--- src/rtl/tmp_seq_pkg.sv ---
// Shared state encoding, default timing constants and width helper for the
// temperature-sensor conversion sequencer.
package tmp_seq_pkg;

  typedef enum logic [2:0] {
    ST_IDLE,
    ST_PRECHARGE,
    ST_SETTLE,
    ST_DIODE,
    ST_BIGDIODE,
    ST_OUTPUT
  } state_t;

  localparam int DEF_NCH        = 4;
  localparam int DEF_RES_W      = 10;
  localparam int DEF_PRE_CYC    = 21;
  localparam int DEF_SETTLE_CYC = 21;
  localparam int DEF_PH_CYC     = 4;
  localparam int DEF_CONV_LEN   = 256;

  function automatic int clog2_min1(input int n);
    return (n > 1) ? $clog2(n) : 1;
  endfunction

endpackage

--- src/rtl/tmp_seq_phase_cnt.sv ---
// Down-counter timing every timed state: load (duration-1) on state entry,
// o_tc flags the final cycle of that state; holds at zero otherwise.
module tmp_seq_phase_cnt #(
  parameter int W = 5
) (
  input  logic         clk,
  input  logic         reset_n,
  input  logic         i_load,
  input  logic [W-1:0] i_load_val,
  output logic         o_tc
);

  logic [W-1:0] r_cnt;

  always_ff @(posedge clk or negedge reset_n) begin
    if (!reset_n) begin
      r_cnt <= '0;
    end else if (i_load) begin
      r_cnt <= i_load_val;
    end else if (r_cnt != '0) begin
      r_cnt <= r_cnt - 1'b1;
    end
  end

  assign o_tc = (r_cnt == '0);

endmodule

--- src/rtl/tmp_seq.sv ---
// Diode temperature-sensor sequencer: valid rises PRE+SETTLE+2*PH*samples+1 cycles after start,
// result held until ready; TMP_SEQ_CHOP_EN doubles samples, swapping phi_a/phi_b in the second half.
module tmp_seq
  import tmp_seq_pkg::*;
#(
  parameter int NCH        = DEF_NCH,
  parameter int RES_W      = DEF_RES_W,
  parameter int PRE_CYC    = DEF_PRE_CYC,
  parameter int SETTLE_CYC = DEF_SETTLE_CYC,
  parameter int PH_CYC     = DEF_PH_CYC,
  parameter int CONV_LEN   = DEF_CONV_LEN
) (
  input  logic                        clk,
  input  logic                        reset_n,
  input  logic                        en,
  input  logic                        cmp,
  input  logic                        ready,
  output logic [NCH-1:0]              ch_sel,
  output logic                        pre_chrg,
  output logic                        setup_bias,
  output logic                        phi_a,
  output logic                        phi_b,
  output logic                        cmp_p1,
  output logic                        cmp_p2,
  output logic                        src_n,
  output logic                        snk,
  output logic [RES_W-1:0]            result,
  output logic [clog2_min1(NCH)-1:0]  res_ch,
  output logic                        valid
);

  localparam int CH_W = clog2_min1(NCH);
`ifdef TMP_SEQ_CHOP_EN
  localparam int NSMP = 2 * CONV_LEN;
`else
  localparam int NSMP = CONV_LEN;
`endif
  localparam int SMP_W = $clog2(NSMP + 1);
  localparam int DMAX  = (PRE_CYC > SETTLE_CYC) ?
                         ((PRE_CYC > PH_CYC) ? PRE_CYC : PH_CYC) :
                         ((SETTLE_CYC > PH_CYC) ? SETTLE_CYC : PH_CYC);
  localparam int CNT_W = clog2_min1(DMAX);
  localparam logic [RES_W-1:0] ACC_MAX = {RES_W{1'b1}};

  state_t             r_state, w_state_nxt;
  logic [CH_W-1:0]    r_ch, w_ch_nxt;
  logic [SMP_W-1:0]   r_smp, w_smp_nxt;
  logic [RES_W-1:0]   r_acc, w_acc_nxt;
  logic               w_load, w_tc, w_sample;
  logic [CNT_W-1:0]   w_load_val;

  logic [NCH-1:0]     r_ch_sel, w_ch_sel_nxt;
  logic               r_pre_chrg, w_pre_chrg_nxt;
  logic               r_setup_bias, w_setup_bias_nxt;
  logic               r_phi_a, w_phi_a_nxt;
  logic               r_phi_b, w_phi_b_nxt;
  logic               r_cmp_p1, w_cmp_p1_nxt;
  logic               r_cmp_p2;
  logic               r_src_n, r_snk;
  logic [RES_W-1:0]   r_result, w_result_nxt;
  logic [CH_W-1:0]    r_res_ch, w_res_ch_nxt;
  logic               r_valid, w_valid_nxt;
`ifdef TMP_SEQ_CHOP_EN
  logic               w_swap;
`endif

  tmp_seq_phase_cnt #(.W(CNT_W)) u_phase_cnt (
    .clk        (clk),
    .reset_n    (reset_n),
    .i_load     (w_load),
    .i_load_val (w_load_val),
    .o_tc       (w_tc)
  );

  always_ff @(posedge clk or negedge reset_n) begin
    if (!reset_n) begin
      r_state <= ST_IDLE;
    end else begin
      r_state <= w_state_nxt;
    end
  end

  always_comb begin
    w_state_nxt  = r_state;
    w_load       = 1'b0;
    w_load_val   = '0;
    w_ch_nxt     = r_ch;
    w_smp_nxt    = r_smp;
    w_acc_nxt    = r_acc;
    w_sample     = 1'b0;
    w_valid_nxt  = r_valid;
    w_result_nxt = r_result;
    w_res_ch_nxt = r_res_ch;
    case (r_state)
      ST_IDLE: begin
        if (en) begin
          w_state_nxt = ST_PRECHARGE;
          w_load      = 1'b1;
          w_load_val  = CNT_W'(PRE_CYC - 1);
        end
      end
      ST_PRECHARGE: begin
        if (w_tc) begin
          w_state_nxt = ST_SETTLE;
          w_load      = 1'b1;
          w_load_val  = CNT_W'(SETTLE_CYC - 1);
        end
      end
      ST_SETTLE: begin
        if (w_tc) begin
          w_state_nxt = ST_DIODE;
          w_load      = 1'b1;
          w_load_val  = CNT_W'(PH_CYC - 1);
        end
      end
      ST_DIODE: begin
        if (w_tc) begin
          w_state_nxt = ST_BIGDIODE;
          w_load      = 1'b1;
          w_load_val  = CNT_W'(PH_CYC - 1);
        end
      end
      ST_BIGDIODE: begin
        if (w_tc) begin
          w_sample  = 1'b1;
          w_smp_nxt = r_smp + 1'b1;
          if (cmp && (r_acc != ACC_MAX)) begin
            w_acc_nxt = r_acc + 1'b1;
          end
          if (r_smp == SMP_W'(NSMP - 1)) begin
            w_state_nxt = ST_OUTPUT;
          end else begin
            w_state_nxt = ST_DIODE;
            w_load      = 1'b1;
            w_load_val  = CNT_W'(PH_CYC - 1);
          end
        end
      end
      ST_OUTPUT: begin
        // First OUTPUT cycle captures the final accumulator; handshake starts after.
        if (!r_valid) begin
          w_valid_nxt  = 1'b1;
          w_result_nxt = r_acc;
          w_res_ch_nxt = r_ch;
        end else if (ready) begin
          w_valid_nxt = 1'b0;
          w_ch_nxt    = (r_ch == CH_W'(NCH - 1)) ? '0 : r_ch + 1'b1;
          if (en) begin
            w_state_nxt = ST_PRECHARGE;
            w_load      = 1'b1;
            w_load_val  = CNT_W'(PRE_CYC - 1);
          end else begin
            w_state_nxt = ST_IDLE;
          end
        end
      end
      default: w_state_nxt = ST_IDLE;
    endcase
    if (w_state_nxt == ST_PRECHARGE) begin
      w_acc_nxt = '0;
      w_smp_nxt = '0;
    end
  end

  // Phase outputs are decoded from the next state so they line up with the state register.
  always_comb begin
    w_ch_sel_nxt     = '0;
    w_pre_chrg_nxt   = 1'b0;
    w_setup_bias_nxt = 1'b0;
    w_phi_a_nxt      = 1'b0;
    w_phi_b_nxt      = 1'b0;
`ifdef TMP_SEQ_CHOP_EN
    w_swap           = (w_smp_nxt >= SMP_W'(CONV_LEN));
`endif
    case (w_state_nxt)
      ST_PRECHARGE: begin
        w_ch_sel_nxt     = NCH'(1) << w_ch_nxt;
        w_pre_chrg_nxt   = 1'b1;
        w_setup_bias_nxt = 1'b1;
      end
      ST_SETTLE: begin
        w_ch_sel_nxt     = NCH'(1) << w_ch_nxt;
        w_phi_a_nxt      = 1'b1;
        w_setup_bias_nxt = 1'b1;
      end
      ST_DIODE: begin
        w_ch_sel_nxt = NCH'(1) << w_ch_nxt;
`ifdef TMP_SEQ_CHOP_EN
        w_phi_a_nxt  = !w_swap;
        w_phi_b_nxt  = w_swap;
`else
        w_phi_a_nxt  = 1'b1;
`endif
      end
      ST_BIGDIODE: begin
        w_ch_sel_nxt = NCH'(1) << w_ch_nxt;
`ifdef TMP_SEQ_CHOP_EN
        w_phi_a_nxt  = w_swap;
        w_phi_b_nxt  = !w_swap;
`else
        w_phi_b_nxt  = 1'b1;
`endif
      end
      default: ;
    endcase
    w_cmp_p1_nxt = r_cmp_p1;
    if ((w_state_nxt == ST_DIODE) && (r_state != ST_DIODE)) begin
      w_cmp_p1_nxt = !r_cmp_p1;
    end
  end

  always_ff @(posedge clk or negedge reset_n) begin
    if (!reset_n) begin
      r_ch         <= '0;
      r_smp        <= '0;
      r_acc        <= '0;
      r_ch_sel     <= '0;
      r_pre_chrg   <= 1'b0;
      r_setup_bias <= 1'b0;
      r_phi_a      <= 1'b0;
      r_phi_b      <= 1'b0;
      r_cmp_p1     <= 1'b0;
      r_cmp_p2     <= 1'b1;
      r_src_n      <= 1'b1;
      r_snk        <= 1'b0;
      r_result     <= '0;
      r_res_ch     <= '0;
      r_valid      <= 1'b0;
    end else begin
      r_ch         <= w_ch_nxt;
      r_smp        <= w_smp_nxt;
      r_acc        <= w_acc_nxt;
      r_ch_sel     <= w_ch_sel_nxt;
      r_pre_chrg   <= w_pre_chrg_nxt;
      r_setup_bias <= w_setup_bias_nxt;
      r_phi_a      <= w_phi_a_nxt;
      r_phi_b      <= w_phi_b_nxt;
      r_cmp_p1     <= w_cmp_p1_nxt;
      r_cmp_p2     <= !w_cmp_p1_nxt;
      r_src_n      <= !(w_sample && cmp);
      r_snk        <= w_sample && !cmp;
      r_result     <= w_result_nxt;
      r_res_ch     <= w_res_ch_nxt;
      r_valid      <= w_valid_nxt;
    end
  end

  assign ch_sel     = r_ch_sel;
  assign pre_chrg   = r_pre_chrg;
  assign setup_bias = r_setup_bias;
  assign phi_a      = r_phi_a;
  assign phi_b      = r_phi_b;
  assign cmp_p1     = r_cmp_p1;
  assign cmp_p2     = r_cmp_p2;
  assign src_n      = r_src_n;
  assign snk        = r_snk;
  assign result     = r_result;
  assign res_ch     = r_res_ch;
  assign valid      = r_valid;

endmodule
--- config.mk ---
export PLATFORM = sky130hd
export DESIGN_NAME = tmp_seq
export DESIGN_NICKNAME = d
export VERILOG_FILES = /design/src/rtl/tmp_seq_pkg.sv /design/src/rtl/tmp_seq_phase_cnt.sv /design/src/rtl/tmp_seq.sv
export SDC_FILE = /design/constraint.sdc
export NUM_CORES = 1
export LEC_CHECK = 0
export BUFFER_PORTS_ARGS = -buffer_cell sky130_fd_sc_hd__buf_2
export CAP_MARGIN = 20
export CORE_UTILIZATION = 40
export CTS_CLUSTER_DIAMETER = 150
export DETAILED_ROUTE_END_ITERATION = 8
export PLACE_DENSITY = 0.58
export SKIP_CTS_REPAIR_TIMING = 1
export SYNTH_ARGS = -nofsm -noshare
export SYNTH_HDL_FRONTEND = slang
export SYNTH_SLANG_ARGS = --single-unit
--- constraint.sdc ---
create_clock -name clk -period 5.85 [get_ports clk]
set_input_delay 0.585 -clock clk [delete_from_list [all_inputs] [get_ports clk]]
set_output_delay 0.585 -clock clk [all_outputs]
set_load 0.1 [all_outputs]
### Yosys cells after proc, flatten, opt, wreduce, memory -nomap -nowiden

Index checks and enable logic that the tools add are counted.
Widths: inputs -> output; s select.

| cells by class | value |
|---|---|
| add/sub/neg operators | 4 |
| shift operators | 1 |
| equality and inequality tests | 13 |
| bitwise logic cells | 1 |
| reductions and logical operators | 23 |
| multiplexer cells | 47 |

Operators with widths:

| kind | number |
|---|---|
| $mux 10 | 4 |
| $mux 5 | 6 |
| $mux 9 | 3 |
| $pmux 5 s5 | 1 |
| $mux 3 | 8 |
| $pmux 3 s6 | 1 |
| $mux 1 | 15 |
| $mux 2 | 7 |
| $eq 3x2->1 const B | 4 |
| $add 10x1->10 const B | 1 |
| $ne 10x10->1 const B | 1 |
| $add 9x1->9 const B | 1 |
| $eq 3x3->1 const B | 3 |
| $eq 9x8->1 const B | 1 |
| $reduce_bool 2->1 | 4 |
| $eq 3x1->1 const B | 2 |
| $reduce_or 2->1 | 3 |
| $logic_not 5->1 | 1 |
| $reduce_bool 5->1 | 1 |
| $sub 5x1->5 const B | 1 |
| $logic_and 1x1->1 | 4 |
| $logic_not 1->1 | 4 |
| $mux 4 | 1 |
| $pmux 1 s4 | 1 |
| 10 further kinds | 11 |

| word-level totals | value |
|---|---|
| logic and storage cells | 106 |
| flip-flop bits (word level) | 54 |
| output and inout port bits | 25 |
| input bits | 5 |

### Logic depth before layout (Yosys ltp)

Gate-level depths: netlist of run 1.

| logic depth | value |
|---|---|
| word-level depth | 8 |
| mapped depth | 10 |
| gate-level depth less buffers | 10 |

### By module

Synthesis of run 1 repeated with hierarchy kept, for this count alone.

| unflattened totals | value |
|---|---|
| cells, all modules | 240 |
| area, all modules | 2566.2 µm² |

By module, submodules not included:

| module | seq. area each (µm²) | cells an instance | times used | area an instance (µm²) |
|---|---|---|---|---|
| tmp_seq | 1228.7 | 213 | 1 | 2287.2 |
| tmp_seq_phase_cnt | 125.1 | 27 | 1 | 279.0 |

### Least setup slack after synthesis of run 1

OpenSTA, ideal clock, no wires.

| timing path | value |
|---|---|
| path kind | flip-flop to flip-flop |
| start point | reg u_phase_cnt.r_cnt[0] |
| end point | reg r_cmp_p1, in the netlist cmp_p1 |
| cell stages (with the launch flop) | 9 |
| path buffers | 1 |
| slack | 3.558 ns |
| arrival time | 2.133 ns |
| setup time | 0.159 ns |
| period minus slack after synthesis | 2.292 ns |
| data required time | 5.691 ns |
| cells stage by stage | dfrtp_1 inv_1 ha_1 or4b_1 buf_6 nor4b_1 nor3_4 nand3b_1 xnor2_1 |

| between the ends | value |
|---|---|
| cells in the longest elaborated chain, start to end | 6 |
| elaborated cells on any way between the ends | 9 |
| those cells by class | 1 x eq/ne; 6 x mux; 2 x reduce/logical |

Ends and longest elaborated chain:

| what | RTL line | text |
|---|---|---|
| from (decl) | tmp_seq_phase_cnt.sv:13 | `logic [W-1:0] r_cnt;` |
| from (signal assigned) | tmp_seq_phase_cnt.sv:19 | `r_cnt <= i_load_val;` |
| from (signal assigned) | tmp_seq_phase_cnt.sv:21 | `r_cnt <= r_cnt - 1'b1;` |
| $logic_not 5->1 * | tmp_seq_phase_cnt.sv:25 | `assign o_tc = (r_cnt == '0);` |
| $mux 3, on equally long branches | n/a |  |
| $pmux 3 s6 * | tmp_seq.sv:94 | `case (r_state)` |
| $eq 3x2->1 * | tmp_seq.sv:207 | `if ((w_state_nxt == ST_DIODE) && (r_state != ST_DIODE)) begin` |
| $logic_and 1x1->1 * | tmp_seq.sv:207 |  |
| $mux 1 * | tmp_seq.sv:207 |  |
| net w_cmp_p1_nxt | tmp_seq.sv:57 | `logic r_cmp_p1, w_cmp_p1_nxt;` |
| to (signal assigned) | tmp_seq.sv:238 | `r_cmp_p1 <= w_cmp_p1_nxt;` |
| to (decl) | tmp_seq.sv:57 |  |

The timed path passes the listed nets; every way through them passes the cells marked *.
A chain may end at the register's enable or synchronous reset.

### Worst setup path after layout of run 1

| timing path | value |
|---|---|
| start point | reg u_phase_cnt.r_cnt[0] |
| end point | reg r_smp[7] |

| between the ends | value |
|---|---|
| cells in the longest elaborated chain, start to end | 6 |
| elaborated cells on any way between the ends | 11 |
| those cells by class | 1 x eq/ne; 6 x mux; 4 x reduce/logical |

Ends and longest elaborated chain:

| what | RTL line | text |
|---|---|---|
| $logic_not 5->1 * | tmp_seq_phase_cnt.sv:25 |  |
| $mux 3, on equally long branches | n/a |  |
| $pmux 3 s6 | tmp_seq.sv:94 |  |
| $eq 3x1->1 | tmp_seq.sv:159 | `if (w_state_nxt == ST_PRECHARGE) begin` |
| $reduce_bool 2->1 (no source line) | n/a |  |
| $reduce_and 2->1 (no source line) | n/a |  |
| to (signal assigned) | tmp_seq.sv:231 | `r_smp <= w_smp_nxt;` |
| to (decl) | tmp_seq.sv:47 | `logic [SMP_W-1:0] r_smp, w_smp_nxt;` |

Every way passes the cells marked *; elsewhere a longest branch is shown, timed or not.

==> results of run 1 <==
[routing by layer]
metal / vias to the layer above / wire length (um) / track usage (%)
li1: 876 / - / -
met1: 819 / 2310 / 21.6
met2: 21 / 2070 / 22.0
met3: 6 / 145 / 3.67
met4: 0 / 70 / 5.79
met5: - / 0 / 0
[how the worst min path moves through the flow]
stage                           end  depth (start not counted)  slack [ns]
after floorplan           ch_sel[0]                          0        0.29
after global routing      ch_sel[3]                          2        0.44
final                     ch_sel[0]                          2        0.37
after detailed placement     cmp_p2                          1        0.46
after CTS                  r_smp[5]                          2        0.41
after global placement       cmp_p2                          1        0.46
[sequential cells by signal, indices dropped and copies added (netlist names)]
signal,count
ch_sel,4
cmp_p1,1
cmp_p2,1
phi_a,1
phi_b,1
pre_chrg,1
r_acc,10
r_ch,2
r_smp,9
r_state,3
res_ch,2
result,10
setup_bias,1
snk,1
src_n,1
u_phase_cnt.r_cnt,5
valid,1
[synth_stat cells, types with 2 or more instances]
library cell	n
inv_1	7
nor3_1	6
a211oi_1	5
clkbuf_1	8
nor2b_1	7
xor2_1	6
mux2i_1	2
mux2_2	15
nand2b_1	2
nand3_1	9
a21oi_1	15
o21bai_1	3
dfrtp_1	52
nand4_1	5
nor2_1	26
o21ai_0	3
a31oi_1	2
dfstp_2	2
ha_1	6
nor4_1	3
o22ai_1	2
xnor2_1	11
nor4b_1	2
or3_1	4
nand3b_1	2
nand2_1	13
[power groups by stage]
stage / clock network [mW] / logic (mW) / registers [mW]
6_report: 0.224 / 0.652 / 0.513
2_1_floorplan: 0 / 0.304 / 0.759
4_1_cts: 0.233 / 0.656 / 0.513
5_1_grt: 0.246 / 0.705 / 0.525
3_5_place_dp: 0 / 0.655 / 0.521
3_3_place_gp: 0 / 0.650 / 0.520
[layout by cell type (no fill, tap or decap), types with 2 or more instances in the layout]
cell      instances
nor2b_1           7
inv_1             7
nand3_1           9
or3_1             4
clkbuf_8          5
xor2_1            6
buf_2            29
mux2i_1           2
nand4_1           5
a211oi_1          5
buf_4             2
o22ai_1           2
nor4b_1           2
clkinv_4          2
nor4_1            3
nand3b_1          2
ha_1              6
nand2_1          13
nand2b_1          2
nor2_1           26
xnor2_1          11
a21oi_1          15
o21ai_0           3
a31oi_1           2
nor3_1            6
dfstp_2           2
mux2_2           15
o21bai_1          3
dfrtp_1          52
[cell type report]
cell class	count	area, um^2
Fill cell	578	3170
Sequential cell	54	1350
Multi-Input combinational cell	162	1110
Timing Repair Buffer	32	171
Tap cell	75	93.8
Clock buffer	5	68.8
Clock inverter	3	28.8
Inverter	7	26.3
[cells by family (layout without fill, tap and decap cells)]
group	Yosys count	in the layout
xor gates and xnor gates	17	17
buffers and inverters	16	47
DFF	54	54
and+or+nand+nor	86	86
adders and majority gates	6	6
AOI/OAI and AO/OA	35	35
muxes	18	18
==> results.md, run 1 <==
- Vias in the first global route: 1552
- IO Pins: 30
- Wire length per cell: 13.6 um
- Final ANT Viol Nets: 0
- Fin area: 0.00286 mm^2
- Port bufs: 29
- CP Launch Point: u_phase_cnt.r_cnt[0]
- H-tree levels: 2
- Die Area: 0.00666 mm^2
- Sw Share: 48.7%
- Core region area: 0.00603 mm^2
- Vias per cell: 5.09
- GPL Wtd Cong: 0.718
- Clock power frac: 16.2%
- Peak per-stage delay on the critical path: 0.69 ns
- Post-synth top flop: dfrtp_1
- Simple-Gate Fraction of Synth Area: 17.9%
- Synthesis Warnings: 0
- Layout cells sized above 1: 24.3%
- Hold Path Class: input pin to asynchronous set/reset pin
- Mux contribution to synthesized area: 8.04%
- Area Growth Syn to Fin: 12.7%
- DRC: 0
- Pwr/cell area: 486 mW/mm^2
- Fmax: 388 MHz
- Routed WL: 4590 um
- Die Wd: 81.6 um
- WP buf/inv: 1
- Endpoint arrival time on the critical path: 2.82 ns
- Pin count of the biggest net entering global routing: 55
- Clock Latency Late Sink: 0.32 ns
- Final worst path period need: 2.58 ns
- Setup_tns: 0 ns
- Leak pwr: 1.30 nW
- Worst slew margin: 43.2%
- Share of the synthesized area in the top cell type: 51.3%
- Max-capacitance violation count: 0
- Worst reg-to-reg path cell count: 7
- Pin slew with the least headroom to its limit: 0.850 ns
- Largest family of logic cells by synthesized area: simple AND/OR/NAND/NOR gates
- Placed Cells: 330
- Synthesized Nets: 243
- Mean area per synthesized cell: 10.9 um^2
- Fin Hold WS: 0.374 ns
- Crit start category: flip-flop
- Gate Count Post-Synth: 232
- N_diodes: 0
- Starting density of the core: 42.1%
- Worst endpoint required time: 6.09 ns
- CTS Sinks: 54
- CP max-delay cell: nor4b_2
- Final core utilization: 47.4%
- Logic pwr share: 46.9%
- Xor/xnor share of the synthesized area: 5.87%
- Status: finished clean
- Synth area leader: dfrtp_1
- Antenna violations before repair: 0
- First-pass GRT wire length: 7540 um
- Final worst slack: 3.27 ns
- Post-synthesis compound-gate area fraction: 9.23%
- CP Capture Point: r_smp[7]
- DP Area: 0.00276 mm^2
- Reg clk slew, reported paths: 0.10 ns
- Critical path, cell by cell: inv_1 -> ha_1 -> nor4b_2 -> and2_1 -> nand3_1 -> or3_1 -> a21oi_1
- Final Cycle Share: 44.1%
- R2R Setup Slk: 3.27 ns
- Setup CP Type: flip-flop to flip-flop
- Fin cells: 338
- RR Endpoint: r_smp[7]
- Fin. max-slew vios: 0
- Root Buffer: clkbuf_8
- CTS Buf Count: 5
- Final HPWL DP: 3050 um
- Final net count: 273
- Final Power: 1.39 mW
- Initial DRT Pass Iterations: 4
- Row count: 28
- DR iter-0 viols: 123
- Global Route Usage Sum: 15.1%
- Via count: 1722
- Crit-path max FO: 11
- Post-synth EDFFs: 0
- Unrepaired setup endpoints after global routing: no
- Worst VDD drop: 425 uV
- Dpl ws: 3.30 ns
- Largest cells by area after synthesis: dfrtp_1 51%, mux2_2 6.7%, nor2_1 3.8%
- Clock Skew: 0.0122 ns
- Crit path depth: 7
- Post-synthesis cell type count: 40
- Die Ht: 81.6 um
- Family with the most delay on the worst path: simple AND/OR/NAND/NOR gates
- Async SR Flop Fraction: 100%
- Seq cells post-synth: 54
- CTS tree: built
- Post-Syn Area: 0.00254 mm^2
- Final hold violation count: 0
- Crit Reg-Reg Startpoint: u_phase_cnt.r_cnt[0]
- Internal power: 713 uW
- Crit path capture type: flip-flop
- Gr ovfl total: 0
- Post-Synth Adder-Cell Area: 2.96%
- Max Root-Sink Buffers: 2
- Sw Pwr: 676 uW
- Sequential group share of total power: 36.9%
- Seq/Total Area, Yosys: 53.4%
- Finish-stage setup viols: 0
(Power assumes the default switching activity.)
==> run 2: changes to the inputs <==
--- a/config.mk
+++ b/config.mk
@@ -5,12 +5,13 @@
 export SDC_FILE = /design/constraint.sdc
 export NUM_CORES = 1
 export LEC_CHECK = 0
+export ABC_AREA = 1
 export BUFFER_PORTS_ARGS = -buffer_cell sky130_fd_sc_hd__buf_2
 export CAP_MARGIN = 20
 export CORE_UTILIZATION = 40
 export CTS_CLUSTER_DIAMETER = 150
 export DETAILED_ROUTE_END_ITERATION = 8
-export PLACE_DENSITY = 0.58
+export PLACE_DENSITY = 0.6
 export SKIP_CTS_REPAIR_TIMING = 1
 export SYNTH_ARGS = -nofsm -noshare
 export SYNTH_HDL_FRONTEND = slang
==> constraint.sdc (replaced) <==
create_clock -name clk -period 2.3 [get_ports clk]
set_input_delay 0.23 -clock clk [delete_from_list [all_inputs] [get_ports clk]]
set_output_delay 0.23 -clock clk [all_outputs]
set_load 0.1 [all_outputs]
==> run 2 against run 1 <==
- the flow now finishes with violations (design-rule violations)
- highest routed layer unchanged
- worst setup slack got worse by 3.1 ns
- sequential power is 150% higher
- non-clock buffer count up 2
- first-iteration DRC count is 54% lower
- largest cell class unchanged
- sequential share of layout area fell by 2.4 points
- synthesized cell count increased by 30%
- critical path type unchanged
- critical path depth increased by 4
- clock power up 130%
- design area rose by 5.4%
- global-route usage grew 0.25 points
- core utilization shrank 0.51 points
- fmax rose by 24%
==> results.md, run 2 <==
- Finish-stage setup viols: 0 (unchanged)
- Failing checks: design-rule violations
- Crit-path max FO: 6 (-5)
- Seq cells post-synth: 54 (unchanged)
- Crit start category: flip-flop
- Final net count: 349 (+28%)
- Post-synthesis cell type count: 31 (-23%)
- Area Growth Syn to Fin: 11.9%
- Worst slew margin: 54.8% (+12 points)
- Dpl ws: 0.136 ns (-3.17 ns)
- Status: finished with violations
- Pin count of the biggest net entering global routing: 55 (unchanged)
- Clock Latency Late Sink: 0.30 ns (-0.02 ns)
- Final ANT Viol Nets: 0 (unchanged)
- Core region area: 0.00642 mm^2 (+6.6%)
- Worst endpoint required time: 2.53 ns (-3.56 ns)
- FILL cells: 629 (+8.8%)
- Final Cycle Share: 90.8% (+47 points)
- IO Pins: 30 (unchanged)
- CP max-delay cell: dfrtp_1
- Post-synth EDFFs: 0 (unchanged)
- CTS Buf Count: 5 (unchanged)
- FF+latch area: 0.00135 mm^2 (unchanged)
- Largest cells by area after synthesis: dfrtp_1 48%, nand2_1 9.5%, nor2_1 5.7%
- Setup CP Type: flip-flop to flip-flop
- Via count: 2027 (+18%)
- Routed WL: 4910 um (+7.0%)
- CTS tree: built
- Layout cells sized above 1: 24.3% (-0.074 points)
- DRC: 8 (+8)
- Reg clk slew, reported paths: 0.09 ns (about the same)
- Gate Count Post-Synth: 302 (+30%)
- WP buf/inv: 1 (unchanged)
- Row count: 29 (+3.6%)
- Gr ovfl total: 0 (unchanged)
- Final hold violation count: 0 (unchanged)
- Post-synth top flop: dfrtp_1
- Wire length per cell: 11.8 um (-13%)
- Max-capacitance violation count: 0 (unchanged)
- Unrepaired setup endpoints after global routing: no
- Family with the most delay on the worst path: simple AND/OR/NAND/NOR gates
- Clock Skew: 0.0121 ns (-0.0000350 ns)
- Port bufs: 29 (unchanged)
- Final worst path period need: 2.09 ns (-0.491 ns)
- GPL Wtd Cong: 0.807 (+12%)
- Share of the synthesized area in the top cell type: 48.3% (-3.0 points)
- Pin slew with the least headroom to its limit: 0.679 ns (-0.172 ns)
- Fin. max-slew vios: 0 (unchanged)
- Placed Cells: 408 (+24%)
- Vias in the first global route: 1911 (+23%)
- Multi-input combinational cell area: 0.00116 mm^2 (+4.5%)
- Pwr/cell area: 1290 mW/mm^2 (+170%)
- Synth area leader: dfrtp_1
- CTS Sinks: 54 (unchanged)
- Worst VDD drop: 540 uV (+27%)
- First-pass GRT wire length: 8600 um (+14%)
- Global Route Usage Sum: 15.4% (+0.25 points)
- Async SR Flop Fraction: 100% (unchanged)
- Most frequent cells after synthesis: 68 x nand2_1, 52 x dfrtp_1, 41 x nor2_1
- Most frequent cell after synthesis: nand2_1
- Fmax: 479 MHz (+24%)
- Synthesis Warnings: 0 (unchanged)
- Critical path, cell by cell: ha_1 -> nand2_1 -> nor4b_1 -> ha_1 -> nor2_2 -> nor3_2 -> nand2_2 -> nor2_4 -> buf_4 -> nor2_2 -> nor2_1
- N_diodes: 0 (unchanged)
- Mean area per synthesized cell: 8.92 um^2 (-18%)
- R2R Setup Slk: 0.21 ns (-3.06 ns)
- Die Area: 0.00706 mm^2 (+6.0%)
- Leak pwr: 1.55 nW (+19%)
- Die Ht: 84.0 um (+3.0%)
- Max Root-Sink Buffers: 2 (unchanged)
- Vias per cell: 4.88 (-4.1%)
- Endpoint arrival time on the critical path: 2.32 ns (-0.50 ns)
- Crit path capture type: flip-flop
- Antenna violations before repair: 0 (unchanged)
- H-tree levels: 2 (unchanged)
- Die Wd: 84.0 um (+3.0%)
- Peak per-stage delay on the critical path: 0.39 ns (-0.30 ns)
- Post-Syn Area: 0.00269 mm^2 (+6.2%)
- Seq/Total Area, Yosys: 50.3% (-3.1 points)
- Synthesized Nets: 313 (+29%)
- Most common cell after layout, fill and taps aside: nand2_1
- Root Buffer: clkbuf_8
- DR iter-0 viols: 56 (-54%)
- Setup_tns: 0 ns (unchanged)
- Fin cells: 415 (+23%)
- Initial DRT Pass Iterations: 6 (+2)
- Final worst slack: 0.213 ns (-3.06 ns)
- Starting density of the core: 41.9% (-0.16 points)
- Most frequent cells in the layout: 67 x nand2_1, 52 x dfrtp_1, 41 x nor2_1
- Final HPWL DP: 3600 um (+18%)
- Hold Path Class: input pin to asynchronous set/reset pin
[run 2: metrics by stage]
step	hold WS, ns	total power, mW	area [um^2]	utilization (%)
CTS	0.0683	3.93	3010	46.9
global route	0.106	4.16	3010	46.9
floorplan	-0.0656	3.05	2690	-
global placement	0.403	3.37	2930	45.6
finish	0.0440	3.89	3010	46.9
detailed placement	0.402	3.40	2930	45.6
[run 2: final timing paths]
path,start,to,cells after the start
min,reset_n,ch_sel[0],2
min reg2reg,cmp_p1,cmp_p2,1
max,r_smp[0],ch_sel[0],11
max reg2reg,r_smp[0],ch_sel[0],11
min in group clk,cmp,snk,2
max in group asynchronous,reset_n,r_acc[7],2
[run 2: final cells by class]
cell class,instances,area share (%)
flip-flops and latches,54,44.9
well taps,77,3.20
multi-input cells,208,38.7
inverters,35,4.36
clock inverters,2,0.498
clock buffers,5,2.28
repair buffers,34,6.06
[run 2: per-layer routing]
layer,share of wire (%),GRT usage [%],vias up
li1,-,-,1022
met1,47,19.8,970
met2,49,25.8,31
met3,2.9,3.36,4
met4,0.98,4.70,0
met5,0,0,-
[run 2: worst reg2reg max path, delay by kind of cell (launching register included)]
kind	cells	cell delay (ns)
fa+ha+maj	2	0.45
buf+inv	1	0.16
flops	1	0.39
simple gates	8	1.03
[run 2: power by group]
group,switching (mW),leakage (nW),internal [mW]
Combinational,1.62,0.803,0.494
Clock,0.310,0.0362,0.209
Sequential,0.108,0.714,1.15
[run 2: logic make-up (layout without fill, tap and decap cells)]
kind of cell | count (synthesis) | after routing | synth area share [%]
AO/OA/AOI/OAI | 25 | 25 | 5.11
XOR/XNOR | 13 | 13 | 4.23
adder cells (fa/ha/maj) | 6 | 6 | 2.79
buffers and inverters | 40 | 76 | 6.55
flip-flops | 54 | 54 | 50.3
multiplexers | 7 | 7 | 2.93
AND/OR/NAND/NOR | 157 | 157 | 28.1
